`src/rtl/uart_spi_bridge_pkg.sv`:
```
`default_nettype none
// ============================================================================
// Module   : uart_spi_bridge_pkg
// Summary  : Shared constants, state encodings and helpers for the UART to
//            SPI register bridge.
// Revision : 1.0 - initial release
// ============================================================================
package uart_spi_bridge_pkg;

    // Frame opcodes and response codes
    localparam logic [7:0] C_OP_WRITE = 8'h57;
    localparam logic [7:0] C_OP_READ  = 8'h52;
    localparam logic [7:0] C_ACK      = 8'h06;
    localparam logic [7:0] C_NAK      = 8'h15;

    // Bridge frame-level states
    typedef enum logic [2:0] {
        ST_IDLE      = 3'd0,
        ST_GET_ADDR  = 3'd1,
        ST_GET_DATA  = 3'd2,
        ST_SPI_RUN   = 3'd3,
        ST_SEND_RESP = 3'd4
    } state_t;

    // SPI shifter phases
    typedef enum logic [2:0] {
        PH_IDLE  = 3'd0,
        PH_LEAD  = 3'd1,
        PH_HIGH  = 3'd2,
        PH_LOW   = 3'd3,
        PH_TRAIL = 3'd4
    } spi_phase_t;

    // Number of UART bytes needed to carry a field of the given bit width
    function automatic int bytes_for(input int bits);
        return (bits + 7) / 8;
    endfunction

endpackage
`default_nettype wire

```
`src/rtl/spi_shift_master.sv`:
```
`default_nettype none
// ============================================================================
// Module   : spi_shift_master
// Summary  : Mode-0 SPI master shifting one WIDTH-bit word MSB first. A start
//            pulse launches the transfer; done pulses once cs_n is released.
// Revision : 1.0 - initial release
// ============================================================================
module spi_shift_master
    import uart_spi_bridge_pkg::*;
#(
    parameter int WIDTH    = 16,
    parameter int SCLK_DIV = 4
) (
    input  logic             i_clock,
    input  logic             i_reset,
    input  logic             i_start,
    input  logic [WIDTH-1:0] i_tx_word,
    input  logic             i_miso,
    output logic             o_done,
    output logic [WIDTH-1:0] o_rx_word,
    output logic             o_cs_n,
    output logic             o_sclk,
    output logic             o_mosi
);

    localparam int DIV_W = (SCLK_DIV > 1) ? $clog2(SCLK_DIV) : 1;
    localparam int BIT_W = (WIDTH > 1) ? $clog2(WIDTH) : 1;
    localparam logic [DIV_W-1:0] C_DIV_LAST = DIV_W'(SCLK_DIV - 1);
    localparam logic [BIT_W-1:0] C_BIT_LAST = BIT_W'(WIDTH - 1);

    spi_phase_t       r_phase;
    logic [DIV_W-1:0] r_div;
    logic [BIT_W-1:0] r_bit;
    logic [WIDTH-1:0] r_shift;
    logic [WIDTH-1:0] r_rx;
    logic             r_done;
    logic             r_cs_n;
    logic             r_sclk;
    logic             r_mosi;

    logic             w_half_done;
    logic [WIDTH-1:0] w_shift_next;
    logic [WIDTH-1:0] w_rx_next;

    assign w_half_done  = (r_div == C_DIV_LAST);
    assign w_shift_next = r_shift << 1;
    assign w_rx_next    = (r_rx << 1) | WIDTH'(i_miso);

    // Half-period sequencer: lead-in, WIDTH high/low pairs, trailing hold
    always_ff @(posedge i_clock) begin
        if (i_reset) begin
            r_phase <= PH_IDLE;
            r_div   <= '0;
            r_bit   <= '0;
            r_shift <= '0;
            r_rx    <= '0;
            r_done  <= 1'b0;
            r_cs_n  <= 1'b1;
            r_sclk  <= 1'b0;
            r_mosi  <= 1'b0;
        end else begin
            r_done <= 1'b0;
            case (r_phase)
                PH_IDLE: begin
                    if (i_start) begin
                        r_cs_n  <= 1'b0;
                        r_shift <= i_tx_word;
                        r_mosi  <= i_tx_word[WIDTH-1];
                        r_rx    <= '0;
                        r_bit   <= '0;
                        r_div   <= '0;
                        r_phase <= PH_LEAD;
                    end
                end
                PH_LEAD, PH_LOW: begin
                    if (w_half_done) begin
                        r_div   <= '0;
                        r_sclk  <= 1'b1;
                        r_rx    <= w_rx_next;
                        r_phase <= PH_HIGH;
                    end else begin
                        r_div <= r_div + 1'b1;
                    end
                end
                PH_HIGH: begin
                    if (w_half_done) begin
                        r_div  <= '0;
                        r_sclk <= 1'b0;
                        if (r_bit == C_BIT_LAST) begin
                            r_phase <= PH_TRAIL;
                        end else begin
                            r_bit   <= r_bit + 1'b1;
                            r_shift <= w_shift_next;
                            r_mosi  <= w_shift_next[WIDTH-1];
                            r_phase <= PH_LOW;
                        end
                    end else begin
                        r_div <= r_div + 1'b1;
                    end
                end
                PH_TRAIL: begin
                    if (w_half_done) begin
                        r_div   <= '0;
                        r_cs_n  <= 1'b1;
                        r_mosi  <= 1'b0;
                        r_done  <= 1'b1;
                        r_phase <= PH_IDLE;
                    end else begin
                        r_div <= r_div + 1'b1;
                    end
                end
                default: r_phase <= PH_IDLE;
            endcase
        end
    end

    assign o_done    = r_done;
    assign o_rx_word = r_rx;
    assign o_cs_n    = r_cs_n;
    assign o_sclk    = r_sclk;
    assign o_mosi    = r_mosi;

endmodule
`default_nettype wire

```
`src/rtl/uart_spi_bridge.sv`:
```
`default_nettype none
// ============================================================================
// Module   : uart_spi_bridge
// Summary  : Parses opcode/address/data frames from a byte-wide UART receiver,
//            runs one SPI transaction and answers over the UART transmitter.
// Config   : define UART_SPI_BRIDGE_TIMEOUT_EN to abandon partial frames after
//            TIMEOUT_CLKS idle cycles; otherwise partial frames wait forever.
// Revision : 1.0 - initial release
// ============================================================================
module uart_spi_bridge
    import uart_spi_bridge_pkg::*;
#(
    parameter int ADDR_W       = 8,
    parameter int DATA_W       = 8,
    parameter int SCLK_DIV     = 4,
    parameter int TIMEOUT_CLKS = 500000
) (
    input  logic       i_clock,
    input  logic       i_reset,
    input  logic       i_rx_dv,
    input  logic [7:0] i_rx_byte,
    output logic       o_tx_dv,
    output logic [7:0] o_tx_byte,
    input  logic       i_tx_active,
    output logic       o_spi_cs_n,
    output logic       o_spi_sclk,
    output logic       o_spi_mosi,
    input  logic       i_spi_miso,
    output logic       o_busy,
    output logic       o_err
);

    localparam int C_ADDR_BYTES = bytes_for(ADDR_W);
    localparam int C_DATA_BYTES = bytes_for(DATA_W);
    localparam int C_ADDR_ACC_W = C_ADDR_BYTES * 8;
    localparam int C_DATA_ACC_W = C_DATA_BYTES * 8;
    localparam int C_SPI_W      = ADDR_W + DATA_W;
    localparam logic [1:0] C_ADDR_LAST = 2'(C_ADDR_BYTES - 1);
    localparam logic [1:0] C_DATA_LAST = 2'(C_DATA_BYTES - 1);
    localparam logic [1:0] C_DATA_CNT  = 2'(C_DATA_BYTES);

    state_t                  r_state;
    logic                    r_is_write;
    logic [1:0]              r_byte_cnt;
    logic [C_ADDR_ACC_W-1:0] r_addr_acc;
    logic [C_DATA_ACC_W-1:0] r_data_acc;
    logic                    r_spi_start;
    logic [C_DATA_ACC_W-1:0] r_resp_shift;
    logic [1:0]              r_resp_left;
    logic                    r_tx_skip;
    logic                    r_tx_dv;
    logic [7:0]              r_tx_byte;
    logic                    r_err;

    logic [C_SPI_W-1:0]      w_spi_tx;
    logic [C_SPI_W-1:0]      w_spi_rx;
    logic                    w_spi_done;
    logic                    w_timeout;
    logic                    w_unused_rx_addr;

    // Address always leads; the data field of a read is shifted out as zeros
    assign w_spi_tx = {r_addr_acc[ADDR_W-1:0],
                       (r_is_write ? r_data_acc[DATA_W-1:0] : {DATA_W{1'b0}})};

    // Bits clocked in during the address phase carry no information
    assign w_unused_rx_addr = &{1'b0, w_spi_rx[C_SPI_W-1:DATA_W]};

`ifdef UART_SPI_BRIDGE_TIMEOUT_EN
    localparam int C_TO_W = $clog2(TIMEOUT_CLKS + 1);
    localparam logic [C_TO_W-1:0] C_TO_LAST = C_TO_W'(TIMEOUT_CLKS - 1);

    logic [C_TO_W-1:0] r_to_cnt;
    logic              w_collecting;

    assign w_collecting = (r_state == ST_GET_ADDR) || (r_state == ST_GET_DATA);
    assign w_timeout    = w_collecting && !i_rx_dv && (r_to_cnt == C_TO_LAST);

    // Inter-byte gap counter, restarted by every received byte
    always_ff @(posedge i_clock) begin
        if (i_reset || !w_collecting || i_rx_dv || w_timeout) begin
            r_to_cnt <= '0;
        end else begin
            r_to_cnt <= r_to_cnt + 1'b1;
        end
    end
`else
    assign w_timeout = 1'b0;
`endif

    // Frame parser, SPI launch and paced response transmitter
    always_ff @(posedge i_clock) begin
        if (i_reset) begin
            r_state      <= ST_IDLE;
            r_is_write   <= 1'b0;
            r_byte_cnt   <= '0;
            r_addr_acc   <= '0;
            r_data_acc   <= '0;
            r_spi_start  <= 1'b0;
            r_resp_shift <= '0;
            r_resp_left  <= '0;
            r_tx_skip    <= 1'b0;
            r_tx_dv      <= 1'b0;
            r_tx_byte    <= '0;
            r_err        <= 1'b0;
        end else begin
            r_tx_dv     <= 1'b0;
            r_err       <= 1'b0;
            r_spi_start <= 1'b0;
            case (r_state)
                ST_IDLE: begin
                    if (i_rx_dv) begin
                        r_byte_cnt <= '0;
                        r_addr_acc <= '0;
                        r_data_acc <= '0;
                        if (i_rx_byte == C_OP_WRITE) begin
                            r_is_write <= 1'b1;
                            r_state    <= ST_GET_ADDR;
                        end else if (i_rx_byte == C_OP_READ) begin
                            r_is_write <= 1'b0;
                            r_state    <= ST_GET_ADDR;
                        end else begin
                            // NAK goes through the paced sender to honour backpressure
                            r_err        <= 1'b1;
                            r_resp_shift <= C_DATA_ACC_W'(C_NAK) << (C_DATA_ACC_W - 8);
                            r_resp_left  <= 2'd1;
                            r_tx_skip    <= 1'b0;
                            r_state      <= ST_SEND_RESP;
                        end
                    end
                end
                ST_GET_ADDR: begin
                    if (w_timeout) begin
                        r_err   <= 1'b1;
                        r_state <= ST_IDLE;
                    end else if (i_rx_dv) begin
                        r_addr_acc <= (r_addr_acc << 8) | C_ADDR_ACC_W'(i_rx_byte);
                        if (r_byte_cnt == C_ADDR_LAST) begin
                            r_byte_cnt <= '0;
                            if (r_is_write) begin
                                r_state <= ST_GET_DATA;
                            end else begin
                                r_spi_start <= 1'b1;
                                r_state     <= ST_SPI_RUN;
                            end
                        end else begin
                            r_byte_cnt <= r_byte_cnt + 1'b1;
                        end
                    end
                end
                ST_GET_DATA: begin
                    if (w_timeout) begin
                        r_err   <= 1'b1;
                        r_state <= ST_IDLE;
                    end else if (i_rx_dv) begin
                        r_data_acc <= (r_data_acc << 8) | C_DATA_ACC_W'(i_rx_byte);
                        if (r_byte_cnt == C_DATA_LAST) begin
                            r_byte_cnt  <= '0;
                            r_spi_start <= 1'b1;
                            r_state     <= ST_SPI_RUN;
                        end else begin
                            r_byte_cnt <= r_byte_cnt + 1'b1;
                        end
                    end
                end
                ST_SPI_RUN: begin
                    if (i_rx_dv) begin
                        r_err <= 1'b1;
                    end
                    if (w_spi_done) begin
                        if (r_is_write) begin
                            r_resp_shift <= C_DATA_ACC_W'(C_ACK) << (C_DATA_ACC_W - 8);
                            r_resp_left  <= 2'd1;
                        end else begin
                            r_resp_shift <= C_DATA_ACC_W'(w_spi_rx[DATA_W-1:0]);
                            r_resp_left  <= C_DATA_CNT;
                        end
                        r_tx_skip <= 1'b0;
                        r_state   <= ST_SEND_RESP;
                    end
                end
                ST_SEND_RESP: begin
                    if (i_rx_dv) begin
                        r_err <= 1'b1;
                    end
                    if (r_tx_skip) begin
                        // Give the transmitter a cycle to raise its busy flag
                        r_tx_skip <= 1'b0;
                        if (r_resp_left == 2'd0) begin
                            r_state <= ST_IDLE;
                        end
                    end else if (!i_tx_active) begin
                        r_tx_dv      <= 1'b1;
                        r_tx_byte    <= r_resp_shift[C_DATA_ACC_W-1 -: 8];
                        r_resp_shift <= r_resp_shift << 8;
                        r_resp_left  <= r_resp_left - 1'b1;
                        r_tx_skip    <= 1'b1;
                    end
                end
                default: r_state <= ST_IDLE;
            endcase
        end
    end

    spi_shift_master #(
        .WIDTH    (C_SPI_W),
        .SCLK_DIV (SCLK_DIV)
    ) u_spi (
        .i_clock   (i_clock),
        .i_reset   (i_reset),
        .i_start   (r_spi_start),
        .i_tx_word (w_spi_tx),
        .i_miso    (i_spi_miso),
        .o_done    (w_spi_done),
        .o_rx_word (w_spi_rx),
        .o_cs_n    (o_spi_cs_n),
        .o_sclk    (o_spi_sclk),
        .o_mosi    (o_spi_mosi)
    );

    assign o_tx_dv   = r_tx_dv;
    assign o_tx_byte = r_tx_byte;
    assign o_busy    = (r_state != ST_IDLE);
    assign o_err     = r_err;

endmodule
`default_nettype wire
```
`config.mk`:
```
export PLATFORM = sky130hd
export DESIGN_NAME = uart_spi_bridge
export DESIGN_NICKNAME = d
export VERILOG_FILES = /design/src/rtl/uart_spi_bridge_pkg.sv /design/src/rtl/spi_shift_master.sv /design/src/rtl/uart_spi_bridge.sv
export SDC_FILE = /design/constraint.sdc
export NUM_CORES = 1
export LEC_CHECK = 0
export ABC_AREA = 1
export CAP_MARGIN = 0
export CORE_UTILIZATION = 50
export CTS_CLUSTER_DIAMETER = 50
export CTS_CLUSTER_SIZE = 30
export DETAILED_ROUTE_END_ITERATION = 12
export DONT_BUFFER_PORTS = 1
export GPL_ROUTABILITY_DRIVEN = 0
export MAX_ROUTING_LAYER = met4
export PLACE_DENSITY = 0.68
export SYNTH_ARGS = -nofsm -noshare
export SYNTH_HDL_FRONTEND = slang
export SYNTH_SLANG_ARGS = --single-unit
```
`constraint.sdc`:
```
create_clock -name i_clock -period 1.3 [get_ports i_clock]
set_input_delay 0.39 -clock i_clock [delete_from_list [all_inputs] [get_ports i_clock]]
set_output_delay 0.39 -clock i_clock [all_outputs]
set_load 0.005 [all_outputs]
```
After elaboration in Yosys (flattened, before gate mapping):

Index checks and enable logic that the tools add are counted.

* register bits: 80
* bits of input ports: 13
* output and inout port bits: 14
* word-level logic and storage cells: 183

* add/subtract/negate cells: 4
* equality and inequality tests: 30
* muxes and demuxes: 86
* bitwise logic cells: 5
* reductions and logical operators: 37

Operators with widths (number)
* 8-bit two-way mux: 12
* 8-bit one-hot mux with 2 select lines: 3
* 15-bit two-way mux: 3
* 3-bit two-way mux: 15
* 15-bit one-hot mux with 2 select lines: 1
* 2-bit != test (second input constant): 13
* 1-bit two-way mux: 25
* 8-bit one-hot mux with 3 select lines: 1
* 3-bit AND reduction: 8
* 2-bit two-way mux: 11
* 2-bit nonzero test: 9
* 8-bit by 7-bit equality test with 1-bit output (second input constant): 2
* 3-bit one-hot mux with 5 select lines: 1
* 3-bit by 2-bit equality test with 1-bit output (second input constant): 4
* 4-bit two-way mux: 3
* 3-bit one-hot mux with 4 select lines: 1
* 2-bit by 1-bit != test with 1-bit output (second input constant): 5
* 5-bit AND reduction: 2
* 2-bit OR reduction: 5
* 3-bit nonzero test: 3
* 8-bit by 1-bit OR with 8-bit output: 1
* 1-bit one-hot mux with 2 select lines: 4
* 2-bit one-hot mux with 2 select lines: 2
* 4-bit one-hot mux with 2 select lines: 1
* 17 further kinds: 27

Longest topological paths before layout:

* depth after elaboration: 5
* mapped depth: 10
* gate-level depth less buffers: 9

By module:

From an unflattened synthesis, not the netlist that was laid out.

* cells, all modules: 586
* area, all modules: 4166.5 µm²

Modules (own cells, without submodules)
* spi_shift_master: times used 1, cells each 287, area an instance 2122.0 µm², sequential area each 880.8 µm²
* uart_spi_bridge: times used 1, cells each 299, area an instance 2044.5 µm², sequential area each 880.8 µm²

Worst setup path before layout:

No wires, ideal clock.

* path type: register to register
* from: register u_spi.r_bit[0]
* to: register u_spi.r_shift[10]
* setup time: 0.119 ns
* arrival: 1.159 ns
* required time: 1.181 ns
* slack: 0.021 ns
* cell stages (with the launch flop): 9
* path buffers: 1
* clock period less this slack: 1.279 ns
* cell sequence: dfxtp_1 -> ha_1 -> nand3_1 -> nand3_2 -> nand2_2 -> buf_6 -> inv_2 -> o21ai_0 -> a21oi_1

* longest elaborated chain between the ends: 3

Ends and longest elaborated chain
* start, declared: line spi_shift_master.sv:33 `logic [BIT_W-1:0] r_bit;`
* start signal, assigned: line spi_shift_master.sv:92 `r_bit <= r_bit + 1'b1;`
* 4-bit equality test: line spi_shift_master.sv:89 `if (r_bit == C_BIT_LAST) begin`
* 2-bit != test (no source line)
* 4-bit AND reduction (no source line)
* end signal, assigned: line spi_shift_master.sv:67 `r_shift <= i_tx_word;`
* end signal, assigned: line spi_shift_master.sv:93 `r_shift <= w_shift_next;`
* end, declared: line spi_shift_master.sv:34 `logic [WIDTH-1:0] r_shift;`

No other way between the ends.
A chain may end at the register's enable or synchronous reset.

Final worst setup path:

* from: register r_state[0]
* to: output port o_busy

* longest elaborated chain between the ends: 1

Ends and longest elaborated chain
* start, declared: line uart_spi_bridge.sv:42 `state_t r_state;`
* start signal, assigned: line uart_spi_bridge.sv:93 `r_state <= ST_IDLE;`
* start signal, assigned: line uart_spi_bridge.sv:117 `r_state <= ST_GET_ADDR;`
* start signal, assigned: line uart_spi_bridge.sv:120 `r_state <= ST_GET_ADDR;`
* 3-bit nonzero test: line uart_spi_bridge.sv:222 `assign o_busy = (r_state != ST_IDLE);`
* end, declared: line uart_spi_bridge.sv:29 `output logic o_busy,`

No other way between the ends.

==> metrics.md <==
| Metric | Value |
|---|---|
| Mapped Cells | 520 |
| Clock Skew | 0.00730 ns |
| FP Rows | 31 |
| Worst EP required | 0.91 ns |
| Core area | a little over 7000 um2 |
| YS warnings | 0 |
| Clk pin slew, worst setup/hold paths | roughly 0.080 ns |
| Netlist Area Pre-Place | 3720 um2 |
| Register Area | approximately 1600 um2 |
| Post-route ant nets | 0 |
| Number of synthesized flops with an enable pin | 0 |
| Die Y-Extent | roughly 88 um |
| Final Critical Period | approximately 1.5 ns |
| Layout cells sized above 1 | 37.1% |
| FF-to-FF End | r_resp_shift[4] |
| Sw Ratio | 29.3% |
| CP arrival | roughly 1.1 ns |
| Pint | a little over 4 mW |
| Vias in the first global route | 3,362 |
| Power Dens Cells | about 1100 nW/um2 |
| Nature of the critical path startpoint | flip-flop |
| Net count after synthesis | about 540 |
| IO Pins | 27 |
| Detailed Routing Iterations Pass 1 | 4 |
| Fin Setup TNS | -2.68 ns |
| HP Class | input port to flip-flop |
| Async set-reset flop share out of synthesis | 0% |
| Number of max-cap violations | 0 |
| Clk_lat worst skew | around 0.36 ns |
| Actual slew at the worst max-slew pin | around 0.34 ns |
| Reg2reg setup slack | -0.15 ns |
| Mean post-synth cell area | between 7 and 8 um2 |
| Fillers | ~530 |
| Hold Path Origin | i_reset |
| Final HPWL DP | a little under 6000 um |
| H-tree depth | 3 |
| Input/output buffers | 0 |
| Num Clock Sinks | 80 |
| Ant diodes | 0 |
| Largest net degree at the start of global routing | 30 |
| Num CTS Buffers | 9 |
| Clk network pwr share | 35.4% |
| Pre-CTS setup slack | -0.185 ns |
| Post-Route M1 WL | about 4500 um |
| Final setup violating endpoints | 31 |
| DR DRC count | 0 |
| Worst r2r src | r_state[0] |
| Ys flop type | dfxtp_1 |
| Critical Path End | o_busy |
| Initial DRC Count | roughly 240 |
| Seq pwr share | 45.5% |
| First-pass GRT wire length | about 16,000 um |
| Max Used Layer | met4 |
| Tot Pwr | 5.84 mW |
| Critical Path Sink Type | output port |
| Comb pwr share | between 10% and 20% |
| Final #Nets | 604 |
| Status | finished with violations |
| Root Buffer | clkbuf_8 |
| Detailed-route wire length | roughly 10,000 um |
| GRT Util Overall | a little over a quarter |
| Failing checks | setup timing |
| DIE AREA | between 7000 and 8000 um2 |
| Seq/Total Area, Yosys | 43.0% |
| Syn-to-layout area delta | 39.1% |
| Starting Density | roughly half |
| Die width | 88.3 um |
| Routed met2 length | just under 5000 um |
| Hold Fails Final Rpt | 0 |
| Via Count | about 3,600 |
| Final Util | between 70% and 80% |
| Via density | between 5 and 6 |
| Most common cell after layout, fill and taps aside | nand2_1 |
| Netlist cell types | 30 |
| Fin crit share | 115% |
| Worst slew margin | between 70% and 80% |
| Net Sw Power | about 1.7 mW |
| Critical path fanouts, max | 3 |
| Grt total ovfl | 0 |
| Worst r2r path cells | 11 |
| CTS tree | done |
| Multi-input gate area | approximately 2200 um2 |
| Wire length on met3 | approximately 540 um |
| RSZ-0062 raised after global routing | yes |
| Final WS setup | -0.194 ns |
| Antenna violations before repair | 0 |
| Fmax | roughly 670 MHz |
| Longest Clk Path Bufs | 2 |
| Peak supply drop | approximately 0.64 mV |
| Crit path from | r_state[0] |
| Leakage power | roughly 2.2 nW |
| Post-DR wirelength/cell | around 15 um |
| Final Max Slew Viols | 0 |
| #FFs+latches synth | 80 |
| Crit Path Class | flip-flop to output port |
| Most frequent cells in the layout | nand2_1 (92), dfxtp_1 (70), inv_1 (57) |
-- synthesized netlist by cell type (7+ instances only) --
master    number  area, um2
a21oi_1       41        205
nand2_2        7       43.8
inv_2          7       26.3
nand3_1       49        245
nand2_1      121        454
o211a_1        8       80.1
dfxtp_1       80       1600
inv_1         64        240
clkbuf_1      10       37.5
o21ai_0       42        210
o31ai_1        7       52.6
nor2_1        45        169
-- logic make-up after synthesis --
group | count (synthesis) | share of synthesized area (%)
AND/OR/NAND/NOR | 240 | 29.0
AO/OA/AOI/OAI | 104 | 16.3
buffers and inverters | 90 | 9.84
flip-flops | 80 | 43.0
adder cells (fa/ha/maj) | 5 | 1.68
XOR/XNOR | 1 | 0.235
-- layer usage --
metal	global-route usage, %	vias up
met1	34.4	1700
met2	41.3	95
met5	-	-
met4	11.3	0
li1	-	1824
met3	5.13	18
-- power by group through the flow --
stage,sequential [mW],combinational (mW),clock [mW]
2_1_floorplan,2.68,0.553,0
3_3_place_gp,2.69,0.765,0
3_5_place_dp,2.70,0.782,0
4_1_cts,2.65,0.925,2.07
5_1_grt,2.67,1.23,2.16
6_report,2.66,1.12,2.07
-- timing repair --
action,CTS,global route
hold buffers,0,0
buffers inserted,12,8
setup endpoints to repair,53,65
gates resized for setup,82,103
pin swaps,11,27
gates cloned,6,1
-- worst min path at each step --
stage	cells after the start	slack, ns	end
floorplan	2	0.42	u_spi.r_shift[10]
global placement	2	0.43	u_spi.r_shift[10]
detailed placement	2	0.44	u_spi.r_shift[10]
CTS	1	0.08	r_state[2]
global route	1	0.07	r_state[2]
finish	1	0.08	r_state[2]
-- registers in the layout (all words and copies together) (netlist names), 2 cells and up --
signal / cells
r_resp_left: 2
u_spi.o_rx_word: 8
o_tx_byte: 8
r_byte_cnt: 2
r_resp_shift: 8
u_spi.r_shift: 15
u_spi.r_div: 2
u_spi.r_phase: 3
r_addr_acc: 8
r_state: 3
r_data_acc: 8
u_spi.r_bit: 4
-- through the flow --
| step | std cells | hold WS [ns] | area [um2] |
|---|---|---|---|
| after floorplan | 520 | 0.425 | 3720 |
| after global placement | 648 | 0.433 | 4130 |
| after detailed placement | 648 | 0.443 | 4130 |
| after CTS | 682 | 0.0766 | 4830 |
| after global routing | 690 | 0.0732 | 5180 |
| final | 690 | 0.0770 | 5180 |
-- critical path, cell delays in order (launching register included) --
cell	delay, ns
dfxtp_2	0.34
buf_6	0.12
nor2_4	0.10
nand2_2	0.07
buf_6	0.11
-- area by class of cell --
type | instances | share of cell area (%)
multi-input combinational | 353 | 43.2
inverter | 71 | 5.53
timing repair inverter | 1 | 0.0966
clock inverter | 6 | 1.79
clock buffer | 10 | 2.46
timing repair buffer | 70 | 13.3
tap | 99 | 2.39
sequential | 80 | 31.3
Note: power is estimated with default switching activity, not from simulation.
